[src/rtl/multicycle_datapath.sv]
// Multicycle datapath: five-state sequencer (FETCH/DECODE/EXEC/MEM/WB) with an
// 8-entry register file, external control unit and req/ack instruction/data memories.
`timescale 1ns/1ps

module multicycle_datapath #(
    parameter int unsigned DATA_W = 8,
    parameter int unsigned PC_W   = 8,
    parameter int unsigned RST_PC = 0
) (
    input  logic              clk,
    input  logic              rst_n,
    output logic              imem_req,
    output logic [PC_W-1:0]   imem_addr,
    input  logic [15:0]       imem_rdata,
    input  logic              imem_ack,
    output logic              dmem_req,
    output logic              dmem_we,
    output logic [DATA_W-1:0] dmem_addr,
    output logic [DATA_W-1:0] dmem_wdata,
    input  logic [DATA_W-1:0] dmem_rdata,
    input  logic              dmem_ack,
    input  logic              reg_dst,
    input  logic              alu_src,
    input  logic              mem_to_reg,
    input  logic              reg_write,
    input  logic              mem_read,
    input  logic              mem_write,
    input  logic              beq,
    input  logic              bne,
    input  logic              jump,
    input  logic [1:0]        alu_op,
    output logic [3:0]        opcode,
    output logic [PC_W-1:0]   pc_out,
    output logic              instr_done
);

    localparam int unsigned       JT_W   = (PC_W < 12) ? PC_W : 12;
    localparam logic [PC_W-1:0]   PC_RST = PC_W'(RST_PC);
    localparam logic [PC_W-1:0]   PC_ONE = {{(PC_W-1){1'b0}}, 1'b1};
    localparam logic [DATA_W-1:0] D_ONE  = {{(DATA_W-1){1'b0}}, 1'b1};
    localparam logic [DATA_W-1:0] D_ZERO = {DATA_W{1'b0}};

    typedef enum logic [2:0] {
        ST_FETCH  = 3'd0,
        ST_DECODE = 3'd1,
        ST_EXEC   = 3'd2,
        ST_MEM    = 3'd3,
        ST_WB     = 3'd4
    } state_t;

    typedef struct packed {
        logic       reg_dst;
        logic       alu_src;
        logic       mem_to_reg;
        logic       reg_write;
        logic       mem_read;
        logic       mem_write;
        logic       beq;
        logic       bne;
        logic       jump;
        logic [1:0] alu_op;
    } ctrl_t;

    function automatic logic [DATA_W-1:0] alu_f(
        input logic [1:0]        op,
        input logic [2:0]        fn,
        input logic [DATA_W-1:0] x,
        input logic [DATA_W-1:0] y
    );
        logic [DATA_W-1:0] r;
        case (op)
            2'b01: r = x - y;
            2'b10: begin
                case (fn)
                    3'b000:  r = x + y;
                    3'b001:  r = x - y;
                    3'b010:  r = x & y;
                    3'b011:  r = x | y;
                    3'b100:  r = ($signed(x) < $signed(y)) ? D_ONE : D_ZERO;
                    3'b101:  r = {x[DATA_W-2:0], 1'b0};
                    3'b110:  r = {1'b0, x[DATA_W-1:1]};
                    3'b111:  r = x ^ y;
                    default: r = x + y;
                endcase
            end
            default: r = x + y;
        endcase
        return r;
    endfunction

    state_t            state_r;
    state_t            state_s;
    logic              run_r;
    logic [PC_W-1:0]   pc_r;
    logic [PC_W-1:0]   pc_s;
    logic [15:0]       ir_r;
    ctrl_t             ctrl_r;
    ctrl_t             ctrl_s;
    logic [DATA_W-1:0] a_r;
    logic [DATA_W-1:0] b_r;
    logic [DATA_W-1:0] alu_r;
    logic [DATA_W-1:0] mdr_r;
    logic [DATA_W-1:0] rf_r [0:7];
    logic [2:0]        rs_s;
    logic [2:0]        rt_s;
    logic [2:0]        rd_s;
    logic [2:0]        wsel_s;
    logic [DATA_W-1:0] rs_val_s;
    logic [DATA_W-1:0] rt_val_s;
    logic [DATA_W-1:0] imm6_s;
    logic [PC_W-1:0]   off6_s;
    logic [PC_W-1:0]   jt_s;
    logic [DATA_W-1:0] op2_s;
    logic [DATA_W-1:0] alu_s;
    logic [DATA_W-1:0] wdata_s;
    logic              zero_s;
    logic              taken_s;
    logic              done_s;

    assign rs_s      = ir_r[11:9];
    assign rt_s      = ir_r[8:6];
    assign rd_s      = ir_r[5:3];
    assign imm6_s    = {{(DATA_W-6){ir_r[5]}}, ir_r[5:0]};
    assign off6_s    = {{(PC_W-6){ir_r[5]}}, ir_r[5:0]};
    assign rs_val_s  = (rs_s == 3'd0) ? D_ZERO : rf_r[rs_s];
    assign rt_val_s  = (rt_s == 3'd0) ? D_ZERO : rf_r[rt_s];
    assign op2_s     = ctrl_r.alu_src ? imm6_s : b_r;
    assign alu_s     = alu_f(ctrl_r.alu_op, ir_r[2:0], a_r, op2_s);
    assign zero_s    = ((a_r - b_r) == D_ZERO);
    assign taken_s   = (ctrl_r.beq & zero_s) | (ctrl_r.bne & ~zero_s);
    assign wsel_s    = ctrl_r.reg_dst ? rd_s : rt_s;
    assign wdata_s   = ctrl_r.mem_to_reg ? mdr_r : alu_r;

    // Requests depend only on registered state, so reset clears them without a clock edge.
    assign imem_req   = run_r & (state_r == ST_FETCH);
    assign imem_addr  = pc_r;
    assign dmem_req   = (state_r == ST_MEM);
    assign dmem_we    = (state_r == ST_MEM) & ctrl_r.mem_write;
    assign dmem_addr  = alu_r;
    assign dmem_wdata = b_r;
    assign opcode     = ir_r[15:12];
    assign pc_out     = pc_r;
    assign instr_done = done_s;

    // Gather the control-unit strobes for latching at the end of DECODE.
    always_comb begin
        ctrl_s            = '0;
        ctrl_s.reg_dst    = reg_dst;
        ctrl_s.alu_src    = alu_src;
        ctrl_s.mem_to_reg = mem_to_reg;
        ctrl_s.reg_write  = reg_write;
        ctrl_s.mem_read   = mem_read;
        ctrl_s.mem_write  = mem_write;
        ctrl_s.beq        = beq;
        ctrl_s.bne        = bne;
        ctrl_s.jump       = jump;
        ctrl_s.alu_op     = alu_op;
    end

    // Jump target: IR[11:0] zero-extended or truncated to the PC width.
    always_comb begin
        jt_s             = '0;
        jt_s[JT_W-1:0]   = ir_r[JT_W-1:0];
    end

    // Next PC: jump beats a taken branch, which beats the sequential increment.
    always_comb begin
        pc_s = pc_r + PC_ONE;
        if (ctrl_r.jump) begin
            pc_s = jt_s;
        end else if (taken_s) begin
            pc_s = pc_r + PC_ONE + off6_s;
        end else begin
            pc_s = pc_r + PC_ONE;
        end
    end

    // Sequencer state register; run_r holds off the first fetch until one edge after reset.
    always_ff @(posedge clk or negedge rst_n) begin
        if (!rst_n) begin
            state_r <= ST_FETCH;
            run_r   <= 1'b0;
        end else begin
            state_r <= state_s;
            run_r   <= 1'b1;
        end
    end

    // Sequencer next-state and retire pulse.
    always_comb begin
        state_s = state_r;
        done_s  = 1'b0;
        case (state_r)
            ST_FETCH: begin
                if (imem_req && imem_ack) begin
                    state_s = ST_DECODE;
                end else begin
                    state_s = ST_FETCH;
                end
            end
            ST_DECODE: state_s = ST_EXEC;
            ST_EXEC: begin
                if (ctrl_r.mem_read || ctrl_r.mem_write) begin
                    state_s = ST_MEM;
                end else if (ctrl_r.reg_write) begin
                    state_s = ST_WB;
                end else begin
                    state_s = ST_FETCH;
                    done_s  = 1'b1;
                end
            end
            ST_MEM: begin
                // A store suppresses writeback even when mem_read is also set.
                if (!dmem_ack) begin
                    state_s = ST_MEM;
                end else if (ctrl_r.reg_write && ctrl_r.mem_read && !ctrl_r.mem_write) begin
                    state_s = ST_WB;
                end else begin
                    state_s = ST_FETCH;
                    done_s  = 1'b1;
                end
            end
            ST_WB: begin
                state_s = ST_FETCH;
                done_s  = 1'b1;
            end
            default: state_s = ST_FETCH;
        endcase
    end

    // Per-state datapath registers: IR, latched control, operands, ALU result, PC, MDR.
    always_ff @(posedge clk or negedge rst_n) begin
        if (!rst_n) begin
            pc_r   <= PC_RST;
            ir_r   <= 16'h0000;
            ctrl_r <= '0;
            a_r    <= D_ZERO;
            b_r    <= D_ZERO;
            alu_r  <= D_ZERO;
            mdr_r  <= D_ZERO;
        end else begin
            case (state_r)
                ST_FETCH: begin
                    if (imem_req && imem_ack) begin
                        ir_r <= imem_rdata;
                    end
                end
                ST_DECODE: begin
                    ctrl_r <= ctrl_s;
                    a_r    <= rs_val_s;
                    b_r    <= rt_val_s;
                end
                ST_EXEC: begin
                    alu_r <= alu_s;
                    pc_r  <= pc_s;
                end
                ST_MEM: begin
                    if (dmem_ack) begin
                        mdr_r <= dmem_rdata;
                    end
                end
                default: begin
                end
            endcase
        end
    end

    // Register file writeback; R0 is never written so it always reads zero.
    always_ff @(posedge clk or negedge rst_n) begin
        if (!rst_n) begin
            for (int i = 0; i < 8; i++) begin
                rf_r[i] <= D_ZERO;
            end
        end else if ((state_r == ST_WB) && (wsel_s != 3'd0)) begin
            rf_r[wsel_s] <= wdata_s;
        end
    end

endmodule

[config.mk]
export PLATFORM = sky130hd
export DESIGN_NAME = multicycle_datapath
export DESIGN_NICKNAME = d
export VERILOG_FILES = /design/src/rtl/multicycle_datapath.sv
export SDC_FILE = /design/constraint.sdc
export NUM_CORES = 1
export LEC_CHECK = 0
export CORE_AREA = 2 2 138 140
export CTS_CLUSTER_DIAMETER = 150
export DETAILED_ROUTE_END_ITERATION = 8
export DIE_AREA = 0 0 140 142
export SETUP_SLACK_MARGIN = 0.2
export SLEW_MARGIN = 20
export SYNTH_ARGS = -nofsm -noshare
export SYNTH_HDL_FRONTEND = slang
export SYNTH_SLANG_ARGS = --single-unit
export TNS_END_PERCENT = 100
[constraint.sdc]
create_clock -name clk -period 6 [get_ports clk]
set_clock_uncertainty 0.15 [all_clocks]
set_input_delay 0.6 -clock clk [delete_from_list [all_inputs] [get_ports clk]]
set_output_delay 0.6 -clock clk [all_outputs]
set_load 0.1 [all_outputs]
==> After elaboration in Yosys (flattened, before gate mapping) <==
Index checks and enable logic that the tools add are counted.
{ "word_totals": {"regBits": 135, "in_bits": 39, "output_inout_bits": 40, "word_cells": 106} }
{ "op_classes": {"add_sub_neg": 5, "n_lt_le_gt_ge": 5, "eq_ne": 13, "muxes": 30, "bitwise_logic": 12, "reduce_logical": 15} }
{ "op_table": {"columns": ["cell", "n"], "rows": [
  ["8-bit two-way mux", 11],
  ["64-bit bitwise mux", 1],
  ["8-bit one-hot mux with 8 select lines", 1],
  ["8-bit binary-select mux with 3-bit select", 2],
  ["8-bit demux with 3-bit select", 1],
  ["8-bit adder", 2],
  ["8-bit one-hot mux with 2 select lines", 1],
  ["8-bit subtractor", 2],
  ["3-bit equality test, second input constant", 5],
  ["3-bit two-way mux", 5],
  ["3-bit by 2-bit equality test with 1-bit output, second input constant", 4],
  ["4-bit >= comparator, second input constant", 3],
  ["3-bit zero test", 4],
  ["3-bit inverter with 4-bit output", 3],
  ["3-bit one-hot mux with 4 select lines", 1],
  ["8-bit by 1-bit adder with 8-bit output, second input constant", 1],
  ["8-bit bitwise AND", 1],
  ["8-bit zero test", 1],
  ["8-bit less-than comparator", 1],
  ["8-bit bitwise OR", 1],
  ["8-bit XOR", 1],
  ["3-bit by 1-bit equality test with 1-bit output, second input constant", 2],
  ["1-bit two-way mux", 6],
  ["1-bit logical AND", 5],
  ["11 further kinds", 15]
]} }

==> Logic depth before layout (Yosys ltp) <==
Gate-level depths: netlist of the first run.
{ "depth": {"ltp_word": 7, "mapped_depth": 14, "ltp_nobuf": 12} }

==> Worst setup path after synthesis of the first run <==
No wires, ideal clock.
{ "synth_timing": {"path_kind": "register to register", "from": "register state_r[2]", "to": "register ir_r[10]", "setup_time_ns": 0.125, "arrival_time_ns": 5.285, "t_required_ns": 5.725, "slack_ns": 0.440, "path_stages_with_launch": 6, "path_buffers": 2, "period_less_slack_ns": 5.560, "cell_sequence": "dfrtp_1 > clkbuf_1 > nor4b_1 > nand2_1 > clkbuf_1 > mux2_2"} }
{ "synth_between": {"elab_chain_cells": 4} }
{ "synth_lines": {"columns": ["element", "line_no", "text"], "rows": [
  ["start: declaration", "91", "state_t state_r;"],
  ["start signal: assignment", "184", "state_r <= state_s;"],
  ["3-bit zero test", "135", "assign imem_req = run_r & (state_r == ST_FETCH);"],
  ["1-bit bitwise AND", "135", null],
  ["via imem_req", "12", "output logic imem_req,"],
  ["1-bit logical AND", "244", "if (imem_req && imem_ack) begin"],
  ["2-bit AND reduction (no line)", null, null],
  ["end signal: assignment", "245", "ir_r <= imem_rdata;"],
  ["end: declaration", "96", "logic [15:0] ir_r;"]
]} }
The timed path passes the listed nets, and every way through them passes these cells.
A chain may end at the register's enable or synchronous reset.

==> Worst setup path in the final report of the first run <==
{ "layout_timing": {"from": "register state_r[2]", "to": "output instr_done"} }
{ "layout_between": {"elab_chain_cells": 2, "word_cells_on_any_way": 4, "cone_classes": "eq/ne (3); mux (1)"} }
{ "layout_lines": {"columns": ["element", "line_no", "text"], "rows": [
  ["3-bit equality test or 3-bit by 2-bit equality test with 1-bit output (tied branches)", "193", "case (state_r)"],
  ["1-bit one-hot mux with 3 select lines (*)", "193", null],
  ["end: declaration", "34", "output logic instr_done"]
]} }
Mark *: on every way between the ends. The rest lies on a longest branch, timed or not.

==> results.txt, run 1 <==
H-tree levels -> 4
instance count of the mapped netlist -> 880
class of the worst hold path -> primary input to asynchronous set/reset pin
Tightest Pin Transition -> 0.9986 ns
CTS Buffer Depth -> 2
Synth Register Bits -> 127
die extent in y -> 142 µm
startpoint type of the worst setup path -> flip-flop
critical path type -> flip-flop to output port
Synth Area per Inst -> 9.316 µm²
antenna violations before repair -> 0
Post-Syn Nets -> 964
port bufs -> 78
yosys warns -> 0
setup_tns -> 0 ns
routed via count -> 6,506
Die Span X -> 140 µm
leading area contributor after synthesis -> dfrtp_1
Fmax -> 0.2494 GHz
dpl ws -> 2.308 ns
Critical Path End Type -> output port
Iter 0 DRT Violations -> 436
grt total ovfl -> 0
CP required -> 5.25 ns
Rows -> 50
sequential area share after synthesis -> 0.3877
number of setup violations in the final report -> 0
Synth Flop Type -> dfrtp_1
min Tclk post-route -> 4.010 ns
final WL -> 21.96 mm
wire per inst -> 18.82 µm
unrepaired setup endpoints after global routing -> no
commonest cells in the netlist -> dfrtp_1, a21oi_1, nand2_1, nor2_1, o21ai_0
post-route ant nets -> 0
FILL cells -> 1,707
Pre-antenna DRT Iters -> 9
clock transition at the registers of the reported paths -> 0.06 ns
Post-CTS Repair Setup Buffers -> 0
non-filler cells, final -> 1,167
core area -> 0.01846 mm²
first-pass GRT wire length -> 35.54 mm
dpl cells -> 1,135
clk sink count -> 127
failing checks -> DRC
drt via density -> 5.575
Slew headroom -> 0.3322
Diodes inserted -> 0
largest net degree at the start of global routing -> 68
die area -> 0.01988 mm²
CP Data Arrival Time -> 3.26 ns
most common cell in the synthesized netlist -> dfrtp_1
hold buffer count at cts -> 0
asr flop ratio synth -> 1.000
number of I/O pins -> 79
CTS tree -> built
Syn Std Cell Area -> 0.008198 mm²
Skew-Pair Late Insertion Delay -> 0.42 ns
CTS Buf Count -> 17
final setup margin -> 1.990 ns
vias in the first global route -> 6,485
status -> finished with violations
DRC viols -> 1
post-synth top area share -> 0.3877
Post-synth EDFFs -> 0
synth-to-layout area growth -> 17.05%
Max-cap violations -> 0
Fin. Hold Viols -> 0
top cells by area, synth -> dfrtp_1, ha_1, a21oi_1
Post-DP HPWL -> 15.57 mm
Initial Utilization -> 0.4442
final worst-path cycle share -> 0.6684
Distinct cells, synth -> 68
CP Max Fanout -> 17
layout cells sized above 1 -> 0.1308
Total GRT Usage -> 0.2307
fin nets -> 1,004
post-CTS sizing -> 0
clock root buffer master -> clkbuf_16
gpl congestion -> 0.8649
max-slew violation count -> 0
[through the flow]
step | area, µm² | utilization | hold slack, ns
2_1_floorplan | 8198 | - | 0.1544
3_3_place_gp | 9044 | 0.4900 | 0.3339
3_5_place_dp | 9044 | 0.4900 | 0.3414
4_1_cts | 9595 | 0.5199 | 0.04226
5_1_grt | 9595 | 0.5199 | 0.05773
6_report | 9595 | 0.5199 | 0.01055
[layer usage]
metal | vias to the layer above | GRT usage | part of all wire
li1 | 3186 | - | -
met1 | 3139 | 0.3210 | 0.47
met2 | 149 | 0.3661 | 0.47
met3 | 32 | 0.04240 | 0.042
met4 | 0 | 0.07974 | 0.020
met5 | - | 0 | 0
[sequential cells by signal, indices dropped and copies added (netlist names)]
| signal | flops |
|---|---|
| dmem_addr | 8 |
| run_r | 1 |
| imem_addr | 8 |
| mdr_r | 8 |
| ir_r | 16 |
| rf_r | 56 |
| state_r | 3 |
| ctrl_r | 11 |
| dmem_wdata | 8 |
| a_r | 8 |
[path summary, 6_finish.rpt]
path                             from            to  slack (ns)  depth (start not counted)
max                        state_r[2]    instr_done        1.99                          4
min                             rst_n        a_r[6]        0.01                          1
max reg2reg                 ctrl_r[9]  dmem_addr[6]        2.78                         11
min reg2reg                  rf_r[49]      rf_r[49]        0.36                          2
max in group asynchronous       rst_n      mdr_r[2]        4.38                          2
min in group clk             rf_r[49]      rf_r[49]        0.36                          2
[cell families (layout without fill, tap and decap cells)]
family          after synthesis  after routing  synth area share
compound gates              259            259            0.1883
xor+xnor                     25             25           0.02671
fa+ha+maj                    45             45           0.07143
buf+inv                     111            164           0.05876
flops                       127            127            0.3877
mux                          91             91            0.1438
other cells                   1              1         0.0004574
simple gates                221            221            0.1229
[cell usage in the layout (no fill, tap or decap), types with 10 or more instances in the layout]
cell	count
dfrtp_1	127
a21oi_1	100
nand2_1	85
nor2_1	78
clkdlybuf4s50_1	77
o21ai_0	73
mux2_2	44
ha_1	42
inv_1	40
mux2i_1	30
clkbuf_16	17
xnor2_1	16
mux4_2	16
a211oi_1	13
buf_4	12
a21o_1	10
[layout make-up]
type	instances	area (µm²)	area share
clock buffers	20	466.7	0.04864
repair buffers	90	872.1	0.09089
clock inverters	12	85.08	0.008867
multi-input cells	642	4543	0.4735
flip-flops and latches	127	3178	0.3312
inverters	42	157.7	0.01643
well taps	234	292.8	0.03051
[critical path: stages, from the launching register on]
cell and delay, ns:
dfrtp_1 0.47, or3b_2 0.71, o31a_1 0.30, o221ai_1 0.17, clkdlybuf4s50_1 1.18
Power of run 1 is not shown: default switching activity piles up to over one toggle a cycle in this logic, so the estimate is an artifact.
==> run 2, diff against run 1 <==
==> constraint.sdc (replaced) <==
create_clock -name clk -period 3.9 [get_ports clk]
set_clock_uncertainty 0.15 [all_clocks]
set_input_delay 0.39 -clock clk [delete_from_list [all_inputs] [get_ports clk]]
set_output_delay 0.39 -clock clk [all_outputs]
set_load 0.1 [all_outputs]
==> run 2 against run 1 <==
The flow still finishes with violations (DRC). Wire length increased by 1.3%. Flip-flop and latch count unchanged. Via count increased by 0.49%. Largest cell class unchanged.
==> results.txt, run 2 (same netlist as run 1, synthesis figures left out) <==
Post-DP HPWL -> 16.11 mm (+3.4%)
Largest register FFs -> 56 (unchanged)
die area -> 0.01988 mm² (unchanged)
H-tree levels -> 4 (unchanged)
post-layout util -> 0.5238 (+0.003865)
Total GRT Usage -> 0.2338 (+0.003079)
Diodes inserted -> 0 (unchanged)
Initial Utilization -> 0.4442 (unchanged)
CTS tree -> built
number of setup violations in the final report -> 0 (unchanged)
Rows -> 50 (unchanged)
grt total ovfl -> 0 (unchanged)
post-route ant nets -> 0 (unchanged)
vias in the first global route -> 6,292 (-3.0%)
most frequent cells in the layout -> dfrtp_1, a21oi_1, nand2_1
drt via density -> 5.593 (+0.32%)
max-slew violation count -> 0 (unchanged)
class of the worst hold path -> flip-flop to flip-flop
Fin. Hold Viols -> 0 (unchanged)
biggest regs -> rf_r: 56 flops, ir_r: 16 flops, ctrl_r: 11 flops
first-pass GRT wire length -> 35.85 mm (+0.86%)
final setup margin -> 0.7367 ns (-1.253 ns)
DRC viols -> 1 (unchanged)
die extent in y -> 142 µm (unchanged)
clock root buffer master -> clkbuf_16
critical path type -> flip-flop to flip-flop
unrepaired setup endpoints after global routing -> no
Final Cell Area -> 0.009667 mm² (+0.74%)
setup_tns -> 0 ns (unchanged)
CP required -> 4.04 ns (-1.21 ns)
Pre-antenna DRT Iters -> 7 (-2)
CTS Buffer Depth -> 2 (unchanged)
port bufs -> 78 (unchanged)
Area after DPL -> 0.009071 mm² (+0.30%)
failing checks -> DRC
FILL cells -> 1,683 (-1.4%)
Critical Path End Type -> flip-flop
R2R cell count -> 11 (unchanged)
core area -> 0.01846 mm² (unchanged)
Top reg by flops -> rf_r
CP Data Arrival Time -> 3.31 ns (+0.05 ns)
largest net degree at the start of global routing -> 96 (+41%)
antenna violations before repair -> 0 (unchanged)
hold path depth -> 2
synth-to-layout area growth -> 17.92%
startpoint type of the worst setup path -> flip-flop
min Tclk post-route -> 3.163 ns
number of I/O pins -> 79 (unchanged)
final worst-path cycle share -> 0.8111
dpl ws -> 0.7848 ns (-1.523 ns)
Multi-input gate area -> 0.004564 mm² (+0.47%)
commonest non-fill, non-tap cell in the layout -> dfrtp_1
layout cells sized above 1 -> 0.1337 (+0.002929)
final WL -> 22.25 mm (+1.3%)
Max-cap violations -> 0 (unchanged)
gpl congestion -> 0.8907 (+3.0%)
CTS Buf Count -> 17 (unchanged)
clk sink count -> 127 (unchanged)
fin nets -> 1,006 (+0.20%)
Register Area -> 0.003179 mm² (about the same)
clock transition at the registers of the reported paths -> 0.06 ns (about the same)
status -> finished with violations
Slew headroom -> 0.3024 (-0.02979)
Die Span X -> 140 µm (unchanged)
CP Max Fanout -> 14 (-3)
Iter 0 DRT Violations -> 391 (-10%)
Skew-Pair Late Insertion Delay -> 0.42 ns (about the same)
routed via count -> 6,538 (+0.49%)
Tightest Pin Transition -> 1.044 ns (+0.04529 ns)
wire per inst -> 19.03 µm (+1.2%)
Fmax -> 0.3161 GHz
==> run 2: cell count changes in the layout (fill, tap and decap cells not counted), moves of 2 or more <==
cell / delta
clkbuf_1: +2
inv_6: +5
buf_4: +2
clkbuf_8: -3
bufinv_16: +2
clkinv_2: -4
==> run 2: final timing paths <==
check                      slack (ns)      endpoint       from
max                              0.74  dmem_addr[6]  ctrl_r[9]
min                              0.35      rf_r[45]   rf_r[45]
max reg2reg                      0.74  dmem_addr[6]  ctrl_r[9]
min reg2reg                      0.35      rf_r[45]   rf_r[45]
max in group asynchronous        2.27      rf_r[31]      rst_n
min in group asynchronous        0.47      rf_r[43]      rst_n
==> run 2: per-stage QoR <==
stage | std cells | hold WS (ns)
finish | 1169 | 0.3464
global route | 1169 | 0.3755
CTS | 1169 | 0.3563
detailed placement | 1136 | 0.3400
global placement | 1136 | 0.3333
floorplan | 880 | -0.05559
==> run 2: worst max-delay path: stages (launching register included) <==
cell	delay [ns]
dfrtp_1	0.58
mux2i_1	0.28
inv_1	0.09
ha_1	0.23
fa_1	0.48
a21o_1	0.20
a21oi_1	0.22
o21bai_1	0.12
a21o_1	0.18
a221oi_1	0.28
a31o_1	0.16
a31oi_1	0.08
==> run 2: layer usage <==
layer,global-route usage,vias to the layer above,wire [µm]
met5,0,-,0
met4,0.07390,0,440
met3,0.04576,23,969
met2,0.3619,166,10310
met1,0.3333,3165,10530
li1,-,3184,-
==> run 2: final cells by class <==
| type | instances | area share |
|---|---|---|
| Sequential cell | 127 | 0.3289 |
| Clock inverter | 13 | 0.01579 |
| Clock buffer | 19 | 0.04478 |
| Multi-Input combinational cell | 642 | 0.4722 |
| Tap cell | 234 | 0.03029 |
| Inverter | 42 | 0.01631 |
| Timing Repair Buffer | 92 | 0.09177 |
==> run 2: repair_timing <==
action / in CTS / in global routing
hold buffers: 1 / 0
buffers inserted: 0 / 0
gates resized for setup: 0 / 0
endpoints found under the hold margin: 93 / 0
Power of run 2 is left out for the same reason.
==> run 3, diff against run 2 <==
==> constraint.sdc (replaced) <==
create_clock -name clk -period 2.94 [get_ports clk]
set_clock_uncertainty 0.15 [all_clocks]
set_input_delay 0.294 -clock clk [delete_from_list [all_inputs] [get_ports clk]]
set_output_delay 0.294 -clock clk [all_outputs]
set_load 0.1 [all_outputs]
==> run 3 against run 2 <==
The flow now finishes without violations. Non-clock buffer count grew 36. Global-route usage grew 0.73 points. Setup slack worse by 0.68 ns. Cell area grew 6.2%. Worst hold slack got worse by 0.0098 ns. First-iteration DRC count increased by 14%. Wire length increased by 5.2%. Sequential share of layout area is 1.5 points lower. Critical path depth unchanged. Largest cell class unchanged. Highest routed layer is now met5.
==> results.txt, run 3 (same netlist as run 1, synthesis figures left out) <==
antenna violations before repair -> 1 (+1)
unrepaired setup endpoints after global routing -> yes
largest net degree at the start of global routing -> 56 (-42%)
wire per inst -> 19.41 µm (+2.0%)
CTS Buf Count -> 17 (unchanged)
final worst-path cycle share -> 0.9806 (+0.1695)
clk sink count -> 127 (unchanged)
critical path type -> flip-flop to flip-flop
DRC viols -> 0 (-1)
drt via density -> 5.652 (+1.1%)
final WL -> 23.40 mm (+5.2%)
Fmax -> 0.3469 GHz (+9.7%)
Diodes inserted -> 0 (unchanged)
CP Max Fanout -> 4 (-10)
port bufs -> 78 (unchanged)
die area -> 0.01988 mm² (unchanged)
fin nets -> 1,043 (+3.7%)
CTS Buffer Depth -> 2 (unchanged)
Top reg by flops -> rf_r
startpoint type of the worst setup path -> flip-flop
max-slew violation count -> 0 (unchanged)
Total GRT Usage -> 0.2411 (+0.007290)
Skew-Pair Late Insertion Delay -> 0.41 ns (about the same)
H-tree levels -> 4 (unchanged)
gpl congestion -> 0.9862 (+11%)
clock transition at the registers of the reported paths -> 0.06 ns (about the same)
CTS tree -> built
CP Data Arrival Time -> 3.02 ns (-0.29 ns)
Pre-antenna DRT Iters -> 7 (unchanged)
Fin. Hold Viols -> 0 (unchanged)
vias in the first global route -> 6,640 (+5.5%)
commonest non-fill, non-tap cell in the layout -> dfrtp_1
synth-to-layout area growth -> 25.20%
class of the worst hold path -> primary input to asynchronous set/reset pin
core area -> 0.01846 mm² (unchanged)
Initial Utilization -> 0.4442 (unchanged)
CP required -> 3.08 ns (-0.96 ns)
Tightest Pin Transition -> 0.7096 ns (-0.3344 ns)
Max-cap violations -> 0 (unchanged)
dpl ws -> 0.1255 ns (-0.6592 ns)
routed via count -> 6,816 (+4.3%)
FILL cells -> 1,639 (-2.6%)
number of I/O pins -> 79 (unchanged)
post-route ant nets -> 0 (unchanged)
die extent in y -> 142 µm (unchanged)
first-pass GRT wire length -> 37.03 mm (+3.3%)
Iter 0 DRT Violations -> 446 (+14%)
Critical Path End Type -> flip-flop
clock root buffer master -> clkbuf_16
number of setup violations in the final report -> 0 (unchanged)
Largest register FFs -> 56 (unchanged)
status -> finished, final reports clean
min Tclk post-route -> 2.883 ns (-0.2803 ns)
Rows -> 50 (unchanged)
layout cells sized above 1 -> 0.2675 (+0.1338)
Post-DP HPWL -> 16.85 mm (+4.6%)
Slew headroom -> 0.5134 (+0.2111)
biggest regs -> rf_r: 56 flops, ir_r: 16 flops, ctrl_r: 11 flops
Die Span X -> 140 µm (unchanged)
most frequent cells in the layout -> dfrtp_1, a21oi_1, nand2_1, buf_4, nor2_1
final setup margin -> 0.05703 ns (-0.6797 ns)
grt total ovfl -> 0 (unchanged)
==> run 3: final timing paths <==
kind                       cells after the start  slack [ns]            to          start
setup / recovery                              11        0.06  imem_addr[0]  dmem_wdata[2]
hold / removal                                 2        0.34      rf_r[25]          rst_n
setup reg to reg                              11        0.06  imem_addr[0]  dmem_wdata[2]
hold reg to reg                                2        0.35      rf_r[43]       rf_r[43]
max in group asynchronous                      3        1.53  dmem_addr[0]          rst_n
min in group clk                               2        0.34       ir_r[2]  imem_rdata[2]
==> run 3: what timing repair did <==
item | in CTS | in global routing
endpoints found under the hold margin | 52 | 0
endpoints found under the setup margin | 11 | 16
gates resized for setup | 5 | 35
pin swaps | 1 | 22
buffers inserted | 1 | 11
cloned | 1 | 0
hold buffers | 1 | 0
==> run 3: metrics by stage <==
stage | util | cells | hold slack, ns | TNS, ns | cell area (µm²)
floorplan | - | 880 | -0.1516 | 0 | 8427
global placement | 0.5057 | 1160 | 0.2520 | 0 | 9333
detailed placement | 0.5057 | 1160 | 0.2531 | 0 | 9333
CTS | 0.5430 | 1195 | 0.3243 | 0 | 10020
global route | 0.5561 | 1206 | 0.3352 | -0.008630 | 10260
finish | 0.5561 | 1206 | 0.3366 | 0 | 10260
==> run 3: cell type report <==
class,count,area [µm²],share of cell area
Multi-Input combinational cell,643,4852,0.4728
Sequential cell,127,3218,0.3135
Timing Repair Buffer,128,1122,0.1094
Clock buffer,22,484.2,0.04718
Tap cell,234,292.8,0.02853
Inverter,42,160.2,0.01560
Clock inverter,10,133.9,0.01304
==> run 3: routing by layer <==
metal	up-vias	part of all wire	GRT usage
met1	3334	0.45	0.3309
met3	35	0.053	0.05114
met5	-	0.00043	0
met2	185	0.47	0.3863
li1	3260	-	-
met4	2	0.022	0.07443
==> run 3: critical path, cell delays in order (launching register included) <==
cell     delay, ns
dfrtp_4       0.49
inv_4         0.07
ha_4          0.20
o21ai_4       0.16
a21oi_4       0.07
or4b_4        0.54
nand3_4       0.08
nor3_4        0.04
buf_12        0.14
mux2i_4       0.19
or4_4         0.49
o311a_1       0.12
Power of run 3 is left out for the same reason.
==> RTL change 1 (settings of run 3) <==
The parameter `PC_W` goes from 8 to 12.
--- a/src/rtl/multicycle_datapath.sv
+++ b/src/rtl/multicycle_datapath.sv
@@ -6,3 +6,3 @@
     parameter int unsigned DATA_W = 8,
-    parameter int unsigned PC_W   = 8,
+    parameter int unsigned PC_W   = 12,
     parameter int unsigned RST_PC = 0
Interface: changed (resized imem_addr and pc_out); port bits go from 79 to 87. No check against the original RTL was run, so the function may have changed too.
==> RTL change 1 against run 3 <==
  * The run now ends with DRC, setup timing left
  * Critical path type unchanged
  * Non-clock buffer count increased by 46
  * Utilization increased by 6.1 points
  * Count of clock-buffer cells in the layout decreased by 3
  * Global-route usage grew 2.1 points
  * Setup slack worse by 0.14 ns
  * Synthesized cell count increased by 8.6%
  * Cell area grew 11%
  * Sequential cell count increased by 4
  * Area after synthesis is 6.7% higher
  * Sequential share of layout area down 2.1 points
  * Critical endpoint is now imem_addr[11]
  * Wire length increased by 10%
Power is left out: the tool's default activity adds up to more than one toggle a clock period on the data nets, which glitch-free logic cannot reach.
==> RTL change 1: results (changes against run 3) <==
<table>
<tr><th>Metric</th><th>Value</th></tr>
<tr><th colspan="2">Placed design</th></tr>
<tr><td>Post-placement worst setup slack</td><td>-0.0975 ns (was 0.126 ns)</td></tr>
<tr><td>Final estimated routing congestion in global placement</td><td>0.895 (was 0.986)</td></tr>
<tr><td>Post-DP HPWL</td><td>18700 um (was 16800 um)</td></tr>
<tr><th colspan="2">Outcome</th></tr>
<tr><td>Violated checks</td><td>DRC, setup timing</td></tr>
<tr><td>Status</td><td>finished, violations left (was finished clean)</td></tr>
<tr><th colspan="2">Synthesis</th></tr>
<tr><td>Net count after synthesis</td><td>1043 (was 964)</td></tr>
<tr><td>Most area-consuming cells after synthesis</td><td>dfrtp_1 (37%), ha_1 (6.4%), mux2_2 (5.7%), a21oi_1 (4.9%), o21ai_0 (4.6%) (was dfrtp_1 (39%), ha_1 (6.4%), a21oi_1 (6.1%), mux2_2 (6.0%), o21ai_0 (4.5%))</td></tr>
<tr><th colspan="2">Drt</th></tr>
<tr><td>Detail-routed net length per standard cell</td><td>19.5 um (was 19.4 um)</td></tr>
<tr><td>DRC violation count after routing</td><td>3 (was 0)</td></tr>
<tr><th colspan="2">Global route</th></tr>
<tr><td>Via count of the first global-routing pass</td><td>7425 (was 6640)</td></tr>
<tr><td>Fraction of met2 tracks used by global routing</td><td>0.425 (was 0.386)</td></tr>
<tr><td>Global Route met3 Usage</td><td>0.0407 (was 0.0511)</td></tr>
<tr><td>Global Route Usage Sum</td><td>0.262 (was 0.241)</td></tr>
<tr><td>Largest net degree at the start of global routing</td><td>66 (was 56)</td></tr>
<tr><td>Global-route wire length before repair</td><td>40200 um (was 37000 um)</td></tr>
<tr><td>Initial antenna violation count</td><td>0 (was 1)</td></tr>
<tr><th colspan="2">Finish</th></tr>
<tr><td>Proportion of layout cells with a drive suffix above 1</td><td>0.306 (was 0.267)</td></tr>
<tr><td>Final nets</td><td>1163 (was 1043)</td></tr>
<tr><td>Count of placed standard cells in the final layout, fillers left out</td><td>1322 (was 1206)</td></tr>
<tr><th colspan="2">STA</th></tr>
<tr><td>Number of setup violations in the final report</td><td>1 (was 0)</td></tr>
<tr><td>Slack of the critical path</td><td>-0.0781 ns (was 0.0570 ns)</td></tr>
<tr><th colspan="2">CTS</th></tr>
<tr><td>Post-CTS setup repair buffer count</td><td>5 (was 1)</td></tr>
<tr><th colspan="2">Setup path</th></tr>
<tr><td>Max stage delay on crit path</td><td>0.44 ns (was 0.54 ns)</td></tr>
<tr><td>Largest driver fanout on the critical path</td><td>3 (was 4)</td></tr>
<tr><td>Cell with the largest stage delay on the worst path</td><td>dfrtp_4 (was or4b_4)</td></tr>
</table>
==> RTL change 1: final cells by class <==
type                            count  share of cell area
Multi-Input combinational cell    704               0.484
Sequential cell                   131               0.292
Timing Repair Buffer              174               0.131
Clock buffer                       19              0.0389
Tap cell                          234              0.0257
Inverter                           48              0.0160
Clock inverter                     12              0.0115
==> RTL change 1: worst paths after layout <==
| kind | startpoint | endpoint | slack (ns) | cells past startpoint |
|---|---|---|---|---|
| hold / removal | rst_n | rf_r[44] | 0.30 | 2 |
| max in group asynchronous | rst_n | ir_r[7] | 1.51 | 3 |
| hold reg to reg | rf_r[43] | rf_r[43] | 0.35 | 2 |
| setup / recovery | imem_addr[2] | imem_addr[11] | -0.08 | 12 |
| setup reg to reg | imem_addr[2] | imem_addr[11] | -0.08 | 12 |
| min in group clk | mem_write | ctrl_r[5] | 0.33 | 2 |
==> RTL change 1: kinds of logic after synthesis <==
logic type               count (synthesis)  share of synthesized area
AO/OA/AOI/OAI                          289                      0.207
AND/OR/NAND/NOR                        256                      0.133
flip-flops                             131                      0.375
buffers and inverters                  121                     0.0602
multiplexers                            85                      0.128
adder cells (fa/ha/maj)                 48                     0.0712
XOR/XNOR                                25                     0.0250
other                                    1                   0.000429
==> RTL change 1: critical path: cells and delay by family (launching register included) <==
family,cells,cell delay (ns)
simple gates,5,0.89
flops,1,0.44
compound gates,5,0.89
fa+ha+maj,1,0.31
xor+xnor,1,0.22
==> RTL change 1: through the flow <==
| stage | cell area, sq um | TNS [ns] |
|---|---|---|
| CTS | 11100 | -0.00891 |
| global route | 11400 | -0.490 |
| finish | 11400 | -0.0781 |
| floorplan | 9150 | -0.335 |
| global placement | 10400 | -0.105 |
| detailed placement | 10400 | -0.107 |
==> RTL change 2 (config.mk and constraints of run 3) <==
Without the edit above. The 5 states of `state_t` get a one-hot encoding in 5 bits.
--- a/src/rtl/multicycle_datapath.sv
+++ b/src/rtl/multicycle_datapath.sv
@@ -42,8 +42,8 @@
 
-    typedef enum logic [2:0] {
-        ST_FETCH  = 3'd0,
-        ST_DECODE = 3'd1,
-        ST_EXEC   = 3'd2,
-        ST_MEM    = 3'd3,
-        ST_WB     = 3'd4
+    typedef enum logic [4:0] {
+        ST_FETCH  = 5'b00001,
+        ST_DECODE = 5'b00010,
+        ST_EXEC   = 5'b00100,
+        ST_MEM    = 5'b01000,
+        ST_WB     = 5'b10000
     } state_t;
Behaviour: same outputs for any inputs over 4 cycles, from zero or initial values and one cycle with rst_n low; so few cycles prove little.
==> RTL change 2 against run 3 <==
  * The run now ends with DRC left
  * Area after synthesis is 1.6% lower
  * Wire length is 1.3% higher
  * Synthesized cell count increased by 2.0%
  * Cell area rose by 1.2%
  * Global-route usage rose by 0.51 points
  * Setup slack improved by 0.047 ns
  * Cell count increased by 3.6%
  * Maximum frequency grew 1.7%
  * First-iteration DRC count is 25% higher
  * Sequential cell count grew 2
==> RTL change 2: results (changes against run 3) <==
<table>
<tr><th>Metric</th><th>Value</th></tr>
<tr><th colspan="2">Outcome</th></tr>
<tr><td>Status</td><td>finished, violations left (was finished clean)</td></tr>
<tr><td>Violated checks</td><td>DRC</td></tr>
<tr><th colspan="2">Setup path</th></tr>
<tr><td>Beginning of the worst register-to-register path</td><td>dmem_wdata[0] (was dmem_wdata[2])</td></tr>
<tr><td>Max stage delay on crit path</td><td>0.40 ns (was 0.54 ns)</td></tr>
<tr><td>Arrival time of data at the critical path endpoint</td><td>2.39 ns (was 3.02 ns)</td></tr>
<tr><th colspan="2">Global route</th></tr>
<tr><td>Via count of the first global-routing pass</td><td>6832 (was 6640)</td></tr>
<tr><td>Global Route Usage Sum</td><td>0.246 (was 0.241)</td></tr>
<tr><td>Initial antenna violation count</td><td>0 (was 1)</td></tr>
<tr><td>Fraction of met2 tracks used by global routing</td><td>0.398 (was 0.386)</td></tr>
<tr><td>Global-route wire length before repair</td><td>37900 um (was 37000 um)</td></tr>
<tr><th colspan="2">Finish</th></tr>
<tr><td>Repair and plain buffers</td><td>147 (was 128)</td></tr>
<tr><td>Multi-input combinational cell area</td><td>4750 sq um (was 4850 sq um)</td></tr>
<tr><td>Signal inverters</td><td>48 (was 42)</td></tr>
<tr><td>Clock tree cell share of total cell area</td><td>0.0597 (was 0.0602)</td></tr>
<tr><td>Non-clock buffer area fraction after layout</td><td>0.122 (was 0.109)</td></tr>
<tr><th colspan="2">Drt</th></tr>
<tr><td>Detail-routed net length per standard cell</td><td>19.0 um (was 19.4 um)</td></tr>
<tr><td>Total Routed Length</td><td>23700 um (was 23400 um)</td></tr>
<tr><td>DRC violation count after routing</td><td>6 (was 0)</td></tr>
<tr><th colspan="2">CTS</th></tr>
<tr><td>Clock latency on the worst-skew pair</td><td>0.43 ns (was 0.41 ns)</td></tr>
<tr><td>Number of instances resized during post-cts repair</td><td>11 (was 5)</td></tr>
<tr><td>Post-CTS setup repair buffer count</td><td>16 (was 1)</td></tr>
<tr><th colspan="2">Synthesis</th></tr>
<tr><td>Compound-gate portion of the synthesized area</td><td>0.190 (was 0.188)</td></tr>
<tr><td>Synthesized instance count</td><td>898 (was 880)</td></tr>
<tr><td>Net count after synthesis</td><td>985 (was 964)</td></tr>
<tr><td>Leading cell types by count after synthesis</td><td>nand2_1 (182), dfrtp_1 (128), o21ai_0 (110), a21oi_1 (50), ha_1 (45) (was dfrtp_1 (127), a21oi_1 (100), nand2_1 (85), nor2_1 (78), o21ai_0 (73))</td></tr>
<tr><th colspan="2">Placed design</th></tr>
<tr><td>Placed Instances</td><td>1189 (was 1160)</td></tr>
<tr><td>Final estimated routing congestion in global placement</td><td>0.895 (was 0.986)</td></tr>
<tr><th colspan="2">STA</th></tr>
<tr><td>Actual slew at the worst max-slew pin</td><td>0.878 ns (was 0.710 ns)</td></tr>
</table>
-- RTL change 2: metal layers --
| metal | vias to the layer above | wire length (um) |
|---|---|---|
| met5 | - | 0 |
| met4 | 0 | 523 |
| met3 | 33 | 896 |
| met2 | 151 | 11500 |
| met1 | 3395 | 10800 |
| li1 | 3339 | - |
-- RTL change 2: path summary, 6_finish.rpt --
kind / to / slack (ns) / depth (start not counted)
setup reg to reg: dmem_addr[0] / 0.19 / 12
hold / removal: imem_addr[6] / 0.17 / 2
max in group asynchronous: dmem_wdata[4] / 1.60 / 3
min in group clk: ctrl_r[2] / 0.24 / 3
hold reg to reg: ir_r[14] / 0.33 / 2
setup / recovery: instr_done / 0.10 / 7
-- RTL change 2: through the flow --
step,instance area (sq um),utilization,hold WS [ns],setup TNS (ns)
after floorplan,8290,-,-0.152,-0.0562
after global placement,9290,0.503,0.0559,0
after detailed placement,9290,0.503,0.0581,0
after CTS,10100,0.547,0.173,0
after global routing,10400,0.563,0.181,0
final,10400,0.563,0.172,0
